$ cat src/rtl/ili9341_spi_tx.sv
// ili9341_spi_tx: 4-wire SPI mode-0 serializer for the ILI9341 panel.
// Takes one {KEEP_CS, DCX, data[7:0]} word per load/ready handshake,
// shifts it out MSB first and pulses done_o when the last bit completes.
// CSX can be held low across words (KEEP_CS) and released later by flush_i.
module ili9341_spi_tx #(
    parameter int CLK_DIV  = 2,  // system clocks per SCLK half-period
    parameter int CS_SETUP = 1,  // CSX low before first SCLK phase
    parameter int CS_HOLD  = 1,  // CSX low after last SCLK fall
    parameter int CS_GAP   = 2   // minimum CSX high between frames
) (
    input  logic       clk,
    input  logic       rst_n,
    input  logic [9:0] word_i,
    input  logic       load_i,
    input  logic       flush_i,
    output logic       ready_o,
    output logic       done_o,
    output logic       spi_csx_o,
    output logic       spi_dcx_o,
    output logic       spi_sclk_o,
    output logic       spi_mosi_o
);

    typedef enum logic [2:0] {
        IDLE,
        SETUP,
        BIT_LO,
        BIT_HI,
        HOLD,
        GAP
    } state_t;

    // Phase counters run 0..PARAM-1.
    localparam logic [7:0] DIV_M1   = 8'(CLK_DIV - 1);
    localparam logic [7:0] SETUP_M1 = 8'(CS_SETUP - 1);
    localparam logic [7:0] HOLD_M1  = 8'(CS_HOLD - 1);
    localparam logic [7:0] GAP_M1   = 8'(CS_GAP - 1);

    state_t     state;
    logic [7:0] cnt;
    logic [2:0] bit_cnt;  // index of the bit currently on MOSI
    logic [6:0] sh;       // bits still to be sent, next one in sh[6]
    logic       keep;     // KEEP_CS of the word in flight

    // ready_o is a pure decode of the state register.
    assign ready_o = (state == IDLE);

    // Frame sequencer; every SPI pin and done_o is driven from here.
    always_ff @(posedge clk or negedge rst_n) begin
        if (!rst_n) begin
            state      <= IDLE;
            cnt        <= 8'd0;
            bit_cnt    <= 3'd0;
            sh         <= 7'd0;
            keep       <= 1'b0;
            done_o     <= 1'b0;
            spi_csx_o  <= 1'b1;
            spi_dcx_o  <= 1'b0;
            spi_sclk_o <= 1'b0;
            spi_mosi_o <= 1'b0;
        end else begin
            done_o <= 1'b0;
            case (state)
                IDLE: begin
                    // load wins over flush when both arrive together
                    if (load_i) begin
                        sh         <= word_i[6:0];
                        keep       <= word_i[9];
                        spi_dcx_o  <= word_i[8];
                        spi_mosi_o <= word_i[7];
                        bit_cnt    <= 3'd7;
                        cnt        <= 8'd0;
                        spi_csx_o  <= 1'b0;
                        // CSX already low: continuation word, no setup phase
                        state      <= spi_csx_o ? SETUP : BIT_LO;
                    end else if (flush_i && !spi_csx_o) begin
                        cnt   <= 8'd0;
                        state <= HOLD;
                    end
                end
                SETUP: begin
                    if (cnt == SETUP_M1) begin
                        cnt   <= 8'd0;
                        state <= BIT_LO;
                    end else begin
                        cnt <= cnt + 8'd1;
                    end
                end
                BIT_LO: begin
                    if (cnt == DIV_M1) begin
                        cnt        <= 8'd0;
                        spi_sclk_o <= 1'b1;
                        state      <= BIT_HI;
                    end else begin
                        cnt <= cnt + 8'd1;
                    end
                end
                BIT_HI: begin
                    if (cnt == DIV_M1) begin
                        cnt        <= 8'd0;
                        spi_sclk_o <= 1'b0;
                        if (bit_cnt != 3'd0) begin
                            bit_cnt    <= bit_cnt - 3'd1;
                            spi_mosi_o <= sh[6];
                            sh         <= {sh[5:0], 1'b0};
                            state      <= BIT_LO;
                        end else begin
                            done_o <= 1'b1;
                            state  <= keep ? IDLE : HOLD;
                        end
                    end else begin
                        cnt <= cnt + 8'd1;
                    end
                end
                HOLD: begin
                    if (cnt == HOLD_M1) begin
                        cnt       <= 8'd0;
                        spi_csx_o <= 1'b1;
                        state     <= GAP;
                    end else begin
                        cnt <= cnt + 8'd1;
                    end
                end
                GAP: begin
                    if (cnt == GAP_M1) begin
                        cnt   <= 8'd0;
                        state <= IDLE;
                    end else begin
                        cnt <= cnt + 8'd1;
                    end
                end
                default: state <= IDLE;
            endcase
        end
    end

endmodule

$ cat config.mk
export PLATFORM = sky130hd
export DESIGN_NAME = ili9341_spi_tx
export DESIGN_NICKNAME = d
export VERILOG_FILES = /design/src/rtl/ili9341_spi_tx.sv
export SDC_FILE = /design/constraint.sdc
export NUM_CORES = 1
export LEC_CHECK = 0
export CAP_MARGIN = 5
export CORE_ASPECT_RATIO = 1.5
export CORE_MARGIN = 1.5
export CORE_UTILIZATION = 59
export CTS_BUF_LIST = sky130_fd_sc_hd__clkbuf_2 sky130_fd_sc_hd__clkbuf_4 sky130_fd_sc_hd__clkbuf_8
export CTS_CLUSTER_DIAMETER = 150
export DETAILED_ROUTE_END_ITERATION = 10
export GPL_ROUTABILITY_DRIVEN = 0
export PLACE_DENSITY_LB_ADDON = 0.25
export SLEW_MARGIN = 20
export SYNTH_ARGS = -nofsm -noshare
export SYNTH_HDL_FRONTEND = slang
export SYNTH_SLANG_ARGS = --single-unit
$ cat constraint.sdc
create_clock -name clk -period 3.05 [get_ports clk]
set_clock_uncertainty 0.1 [all_clocks]
set_input_delay 0.61 -clock clk [delete_from_list [all_inputs] [get_ports clk]]
set_output_delay 0.61 -clock clk [all_outputs]
set_load 0.05 [all_outputs]
Yosys cells after proc, flatten, opt, wreduce, memory -nomap -nowiden --
Cells that the tools add are included.
Storage, ports and cells: register bits 27, logic and storage cells 80
Operators by class: $add $sub $neg 2, equality and inequality tests 14, multiplexer cells 37, reductions and logical operators 17
Operators with widths (number):
- 3-bit 2-to-1 mux | 12
- 8-bit 2-to-1 mux | 4
- 8-bit one-hot mux with 3 select lines | 1
- 7-bit 2-to-1 mux | 3
- 3-bit one-hot mux with 6 select lines | 1
- 2-bit != test, second input constant | 7
- 7-bit one-hot mux with 2 select lines | 1
- 1-bit 2-to-1 mux | 10
- 8-bit by 1-bit adder with 8-bit output, second input constant | 1
- 8-bit by 1-bit == test with 1-bit output, second input constant | 1
- 8-bit zero test | 1
- 3-bit by 2-bit == test with 1-bit output, second input constant | 2
- 3-bit == test, second input constant | 2
- 1-bit one-hot mux with 2 select lines | 3
- 3-bit one-hot mux with 2 select lines | 1
- 3-bit AND reduction | 2
- 6-bit AND reduction | 1
- 2-bit nonzero test | 3
- 3-bit nonzero test | 2
- 2-bit AND reduction | 2
- 4-bit AND reduction | 1
- 3-bit by 1-bit == test with 1-bit output, second input constant | 1
- 3-bit zero test | 1
- 3-bit by 2-bit != test with 1-bit output, second input constant | 1
- 6 further kinds | 6

Logic depth before layout (Yosys ltp) --
Gate-level depths: netlist (run 1).
depth in word-level cells 5, depth in mapped cells 8, mapped depth without buffers 7

Worst setup path after synthesis (run 1) --
OpenSTA, ideal clock, no wires.
path type reg2reg, from register state[1], to register spi_mosi_o, setup time 0.082 ns, arrival time 1.665 ns, required time 2.868 ns, setup slack 1.203 ns, cell stages (with the launch flop) 8, buffers on the path 1, cell sequence dfrtp_1 -> or3_4 -> clkinv_2 -> a22o_4 -> a21boi_4 -> buf_6 -> nor2_1 -> a31oi_1
Between the ends: word-level cells in the longest chain between the ends 3
RTL lines:
- start, declared | line 39 | state_t state;
- start signal, assigned | line 75 | state <= spi_csx_o ? SETUP : BIT_LO;
- start signal, assigned | line 109 | state <= keep ? IDLE : HOLD;
- 3-bit zero test (*)
- net ready_o | line 16 | output logic ready_o,
- 2-bit != test (no line) or 2-bit nonzero test (tied branches)
- 4-bit AND reduction (no line)
- end signal, assigned | line 70 | spi_mosi_o <= word_i[7];
- end signal, assigned | line 104 | spi_mosi_o <= sh[6];
- end, declared | line 21 | output logic spi_mosi_o
Mark *: on every way through the listed nets, which the timed path passes. The rest lies on a longest branch. A chain may end at the register's enable or synchronous reset.

Worst setup path in the final report (run 1) --
from register state[1], to output ready_o
Between the ends: word-level cells in the longest chain between the ends 1
RTL lines:
- 3-bit zero test | line 46 | assign ready_o = (state == IDLE);
- end, declared | line 16
No other way between the ends.

==> metrics.md, run 1 <==
| Metric | Value |
|---|---|
| Outcome | `finished, final reports clean` |
| Largest net degree at the start of global routing | `18` |
| CTS Buf Count | `3` |
| Number of DRC markers in iteration 0 | `44` |
| CTS tree | `yes` |
| Port bufs | `19` |
| Yosys cell types | `44` |
| FF-to-FF path depth | `5` |
| Post-CTS setup buffers | `0` |
| Finished Cell Area | `1790 sq um` |
| Slew headroom | `between 50% and 60%` |
| Total I/O pin count | `20` |
| Final Hold Fails | `0` |
| Syn Area/Cell | `9.25 sq um` |
| Top_reg_cell synth | `dfrtp_1` |
| RSZ-0062 raised after global routing | `no` |
| Initial Utilization | `63.5%` |
| PD cells | `about 310 nW/um^2` |
| Seq/Total Area, Yosys | `43.0%` |
| # nets final | `between 200 and 250` |
| HPWL after DPL | `between 2000 and 2500 microns` |
| Critical path class | `register to output pin` |
| Crit Reg-Reg Endpoint | `cnt[5]$_DFFE_PN0P_` |
| Tcrit/Tclk final | `a little over nine tenths` |
| Vias per inst | `6.07` |
| Synthesized area | `1570 sq um` |
| Reg-to-reg startpoint | `cnt[2]$_DFFE_PN0P_` |
| Max-cap violations | `0` |
| Hold_buf cts | `0` |
| Hold_sp | `spi_dcx_o$_DFFE_PN0P_` |
| Post-synth EDFFs | `0` |
| Area grow syn2layout | `13.6%` |
| Clk sinks | `27` |
| Most common cell after layout, fill and taps aside | `dfrtp_1` |
| Final setup fails | `0` |
| Root buffer cell | `clkbuf_4` |
| Layout cells sized above 1 | `approximately a tenth` |
| Fraction of registers with async set/reset | `100%` |
| Final core occ | `72.1%` |
| Yosys reg bits | `27` |
| R2r setup slk | `0.88 ns` |
| Synth Net Count | `approximately 190` |
| Minimum clock period | `roughly 2.9 ns` |
| Core footprint | `2480 sq um` |
| Crit-path max FO | `14` |
| WL final | `3230 microns` |
| Comb power frac | `5.4%` |
| Crit path required time | `roughly 2.3 ns` |
| Lkg Pwr | `0.761 nW` |
| Clock power share | `roughly 30%` |
| Vias in the first global route | `between 1000 and 1500` |
| Worst setup EP type | `output pin` |
| Row count | `22` |
| Setup TNS | `0 ns` |
| H-tree levels | `1` |
| Hold path endpoint | `spi_dcx_o$_DFFE_PN0P_` |
| Drt wl/cell | `~15 microns` |
| All-Layer GR Usage | `between 20 and 25%` |
| Die width | `around 45 microns` |
| Worst vdd ir | `293 uV` |
| Net switching power of the design | `roughly 120 uW` |
| GRT overflow | `0` |
| Hold path depth | `1` |
| Hold Crit Class | `register to register` |
| Switching share of power | `21.6%` |
| Die H | `roughly 66 microns` |
| Fmax | `343 MHz` |
| YS warnings | `0` |
| Tightest Pin Transition | `0.615 ns` |
| Antenna-violating nets left | `0` |
| First-pass GRT wire length | `5330 microns` |
| Clock transition at the registers of the reported paths | `around 0.15 ns` |
| Number of antenna violations at the first check in global routing | `0` |
| Diodes inserted | `0` |
| CTS resizes | `0` |
| Synth Instances | `170` |
| Critical path data arrival time | `around 2.2 ns` |
| Cell Int Power | `roughly 440 uW` |
| Die Area | `~3000 sq um` |
| Clk buf depth | `2` |
| Clk Latency, worst-skew pair | `0.33 ns` |
| Seq pwr share | `roughly 65%` |
| Placed Area | `1760 sq um` |
| CP Launch Type | `register` |
| Post-route DRC | `0` |
| Slew Limit Fails | `0` |
| Vias | `around 1300` |
| Most frequent cells in the layout | `26 x dfrtp_1, 24 x nand2_1, 19 x clkdlybuf4s50_1` |
| TritonRoute pass-1 iters | `4` |
[cells by family (layout without fill, tap and decap cells)]
| group | count (synthesis) | count (layout) | synth area share [%] |
|---|---|---|---|
| AO/OA/AOI/OAI | 45 | 45 | 19.7 |
| adder cells (fa/ha/maj) | 5 | 5 | 3.98 |
| buffers and inverters | 18 | 34 | 5.49 |
| flip-flops | 27 | 27 | 43.0 |
| multiplexers | 5 | 5 | 3.34 |
| AND/OR/NAND/NOR | 70 | 70 | 24.4 |
[critical path: stages (launching register included)]
cell             delay (ns)
dfrtp_1                0.53
or3_4                  0.44
clkinv_2               0.10
clkdlybuf4s50_1        0.80
[state kept, by name, summed over array words and instances, names as in the netlist]
| name | flops |
|---|---|
| sh | 7 |
| keep | 1 |
| cnt | 8 |
| done_o | 1 |
| spi_dcx_o | 1 |
| spi_mosi_o | 1 |
| spi_sclk_o | 1 |
| state | 3 |
| bit_cnt | 3 |
| spi_csx_o | 1 |
[power by group through the flow]
stage / clock network (mW) / logic (mW) / registers (mW)
after global routing: 0.179 / 0.0338 / 0.358
after CTS: 0.172 / 0.0305 / 0.358
final: 0.167 / 0.0299 / 0.358
after global placement: 0 / 0.0295 / 0.365
after floorplan: 0 / 0.00504 / 0.365
after detailed placement: 0 / 0.0304 / 0.365
[through the flow]
step	instances	hold slack (ns)	setup slack, ns	power, mW
floorplan	170	0.214	1.20	0.370
global placement	206	0.388	0.571	0.394
detailed placement	206	0.403	0.525	0.395
CTS	210	0.432	0.137	0.561
global route	210	0.459	0.0732	0.571
finish	210	0.431	0.134	0.555
[layout make-up]
cell class                 count  area [sq um]
fill                         176           691
sequential                    27           677
inverter                       9          35.0
tap                           24          30.0
multi-input combinational    125           810
clock buffer                   4          30.0
timing repair buffer          21           205
[synth_stat cells (all sizes together), types with 2 or more instances]
master | n | share of area (%)
nand3 | 5 | 1.9
nor3 | 2 | 0.64
and3 | 6 | 2.4
nor2b | 3 | 1.2
clkbuf | 4 | 0.95
o21ai | 10 | 3.2
inv | 8 | 1.9
a31oi | 7 | 2.8
or3b | 2 | 1.1
a22oi | 2 | 0.95
dfrtp | 26 | 41
nor3b | 4 | 2.9
a32oi | 2 | 1.1
a21o | 4 | 1.9
mux2 | 2 | 1.4
ha | 5 | 4.0
a21oi | 9 | 2.9
nand2 | 24 | 5.7
a21boi | 2 | 1.7
mux2i | 3 | 1.9
o22a | 2 | 1.1
nor2 | 17 | 4.2
buf | 5 | 2.3
nand2b | 2 | 0.80
[how the worst max path moves through the flow]
stage	from	to	slack, ns	cells after the start
finish	state[1]$_DFFE_PN0P_	ready_o	0.13	3
global route	state[2]$_DFFE_PN0P_	ready_o	0.07	3
CTS	state[1]$_DFFE_PN0P_	ready_o	0.14	3
detailed placement	state[2]$_DFFE_PN0P_	ready_o	0.52	3
global placement	state[1]$_DFFE_PN0P_	ready_o	0.57	3
floorplan	state[1]$_DFFE_PN0P_	spi_mosi_o$_DFFE_PN0P_	1.20	7
[layer usage]
metal / track usage [%] / up-vias / routed length [microns]
met5: 0 / - / 0
met1: 28.3 / 604 / 1360
met2: 41.4 / 28 / 1690
met4: 15.8 / 0 / 102
li1: - / 634 / -
met3: 1.09 / 8 / 84
No activity file was read; power rests on OpenSTA's default activity.
==> run 2, diff against run 1 <==
--- a/config.mk
+++ b/config.mk
@@ -7,7 +7,6 @@
 export LEC_CHECK = 0
 export CAP_MARGIN = 5
 export CORE_ASPECT_RATIO = 1.5
-export CORE_MARGIN = 1.5
 export CORE_UTILIZATION = 59
 export CTS_BUF_LIST = sky130_fd_sc_hd__clkbuf_2 sky130_fd_sc_hd__clkbuf_4 sky130_fd_sc_hd__clkbuf_8
 export CTS_CLUSTER_DIAMETER = 150
==> metrics.md, run 2 (synthesized netlist as in run 1, its figures left out) <==
| Metric | Value |
|---|---|
| Crit path required time | `2.34 ns (about the same)` |
| Clk Latency, worst-skew pair | `0.33 ns (about the same)` |
| Critical path class | `register to output pin` |
| Switching share of power | `22.4% (+0.83 points)` |
| WHS | `0.433 ns (+0.00181 ns)` |
| Slew Limit Fails | `0 (unchanged)` |
| Hold path depth | `1 (unchanged)` |
| FF-to-FF path depth | `5 (unchanged)` |
| CP cell instances | `or3_4 > clkinv_2 > clkdlybuf4s50_1` |
| Hold Crit Class | `register to register` |
| Number of DRC markers in iteration 0 | `40 (-9.1%)` |
| CP Launch Type | `register` |
| Fmax | `348 MHz (+1.4%)` |
| Die Area | `2880 sq um (-3.7%)` |
| Seq pwr share | `65.5% (+1.0 points)` |
| Clock power share | `29.1% (-1.0 points)` |
| Vias | `1296 (+1.7%)` |
| Crit Reg-Reg Endpoint | `spi_mosi_o$_DFFE_PN0P_` |
| Largest register FFs | `8 (unchanged)` |
| Layout cells sized above 1 | `9.73% (-0.49 points)` |
| Initial Utilization | `63.5% (unchanged)` |
| Vias per inst | `6.20 (+2.2%)` |
| Die width | `44.2 microns (-2.2%)` |
| Number of antenna violations at the first check in global routing | `0 (unchanged)` |
| GRT overflow | `0 (unchanged)` |
| HPWL after DPL | `2370 microns (-2.5%)` |
| Drt wl/cell | `15.5 microns (+0.57%)` |
| Clk sinks | `27 (unchanged)` |
| CTS Buf Count | `3 (unchanged)` |
| # nets final | `205 (-0.49%)` |
| Post-CTS setup buffers | `0 (unchanged)` |
| Diodes inserted | `0 (unchanged)` |
| Clk buf depth | `2 (unchanged)` |
| First-pass GRT wire length | `5420 microns (+1.6%)` |
| Final Hold Fails | `0 (unchanged)` |
| Most frequent cells in the layout | `26 x dfrtp_1, 24 x nand2_1, 19 x clkdlybuf4s50_1` |
| CTS resizes | `0 (unchanged)` |
| Hold_buf cts | `0 (unchanged)` |
| Die H | `65.2 microns (-1.5%)` |
| Largest net degree at the start of global routing | `28 (+10)` |
| CP max stage cell | `clkdlybuf4s50_1` |
| WL final | `3240 microns (about the same)` |
| Tcrit/Tclk final | `94.3% (-1.3 points)` |
| Crit-path max FO | `14 (unchanged)` |
| Placed Area | `1750 sq um (-0.43%)` |
| TritonRoute pass-1 iters | `7 (+3)` |
| Most common cell after layout, fill and taps aside | `dfrtp_1` |
| Outcome | `finished with violations` |
| Setup TNS | `0 ns (unchanged)` |
| Comb power frac | `5.4% (about the same)` |
| Vias in the first global route | `1251 (+0.48%)` |
| H-tree levels | `1 (unchanged)` |
| Port bufs | `19 (unchanged)` |
| R2r setup slk | `0.90 ns (+0.02 ns)` |
| Net switching power of the design | `122 uW (+2.3%)` |
| Cell Int Power | `424 uW (-2.5%)` |
| Worst vdd ir | `311 uV (+6.2%)` |
| Core footprint | `2480 sq um (unchanged)` |
| Largest Register | `cnt` |
| CTS tree | `yes` |
| Failing checks | `DRC` |
| Antenna-violating nets left | `0 (unchanged)` |
| Post-route DRC | `1 (+1)` |
| Clock transition at the registers of the reported paths | `0.15 ns (about the same)` |
| Finished Cell Area | `1780 sq um (-0.56%)` |
| Lkg Pwr | `0.755 nW (-0.81%)` |
| Worst setup EP type | `output pin` |
| Critical path data arrival time | `2.17 ns (-0.04 ns)` |
| Slew headroom | `55.9% (-3.1 points)` |
| Hold_sp | `bit_cnt[1]$_DFFE_PN0P_` |
| Minimum clock period | `2.88 ns (-0.0404 ns)` |
| Reg-to-reg startpoint | `state[2]$_DFFE_PN0P_` |
| Max-cap violations | `0 (unchanged)` |
| Final setup fails | `0 (unchanged)` |
| Total I/O pin count | `20 (unchanged)` |
| Tightest Pin Transition | `0.657 ns (+0.0414 ns)` |
| Area grow syn2layout | `13.0%` |
| All-Layer GR Usage | `25.4% (+1.2 points)` |
| Biggest regs | `cnt: 8 flops, sh: 7 flops` |
| Row count | `22 (unchanged)` |
| Max incr delay on CP | `0.80 ns (about the same)` |
| Hold path endpoint | `bit_cnt[1]$_DFFE_PN0P_` |
| Root buffer cell | `clkbuf_4` |
| PD cells | `308 nW/um^2 (-0.93%)` |
| RSZ-0062 raised after global routing | `no` |
[run 2: cell count changes in the layout (fill, tap and decap cells not counted), sizes merged]
cell,before,now
clkbuf,4,3
clkinv,1,2
buf,2,1
[run 2: routing by layer]
metal | track usage (%) | part of all wire, % | vias to the layer above
met5 | 0 | 0 | -
met4 | 11.0 | 1.7 | 0
met3 | 2.20 | 4.0 | 6
met2 | 45.2 | 55 | 35
met1 | 30.3 | 40 | 628
li1 | - | - | 627
[run 2: worst max-delay path by stage]
stage                         start                     end  slack (ns)  depth (start not counted)
6_report       state[1]$_DFFE_PN0P_                 ready_o        0.17                          3
5_1_grt        state[1]$_DFFE_PN0P_                 ready_o        0.08                          3
4_1_cts        state[1]$_DFFE_PN0P_                 ready_o        0.17                          3
3_5_place_dp   state[1]$_DFFE_PN0P_                 ready_o        0.56                          3
2_1_floorplan  state[1]$_DFFE_PN0P_  spi_mosi_o$_DFFE_PN0P_        1.20                          7
3_3_place_gp   state[1]$_DFFE_PN0P_                 ready_o        0.58                          3
[run 2: through the flow]
step / power [mW] / setup slack (ns) / util (%) / cells
CTS: 0.550 / 0.168 / 71.7 / 209
finish: 0.547 / 0.174 / 71.7 / 209
floorplan: 0.370 / 1.20 / - / 170
global route: 0.568 / 0.0830 / 71.7 / 209
global placement: 0.394 / 0.578 / 70.6 / 205
detailed placement: 0.395 / 0.558 / 70.6 / 205
[run 2: critical path, delay by kind of cell, from the launching register on]
| kind | cells | cell delay, ns |
|---|---|---|
| flip-flops | 1 | 0.52 |
| AND/OR/NAND/NOR | 1 | 0.44 |
| buffers and inverters | 2 | 0.89 |
[run 2: power by group through the flow]
stage / combinational (mW) / clock, mW / sequential [mW]
2_1_floorplan: 0.00504 / 0 / 0.365
4_1_cts: 0.0299 / 0.162 / 0.358
5_1_grt: 0.0329 / 0.177 / 0.358
6_report: 0.0295 / 0.159 / 0.358
3_5_place_dp: 0.0299 / 0 / 0.365
3_3_place_gp: 0.0296 / 0 / 0.365
[run 2: layout make-up]
class                      count  area [sq um]
multi-input combinational    125           810
fill                         202           701
sequential                    27           677
timing repair buffer          20           198
tap                           24          30.0
clock buffer                   3          22.5
inverter                       9          35.0
clock inverter                 1          5.00
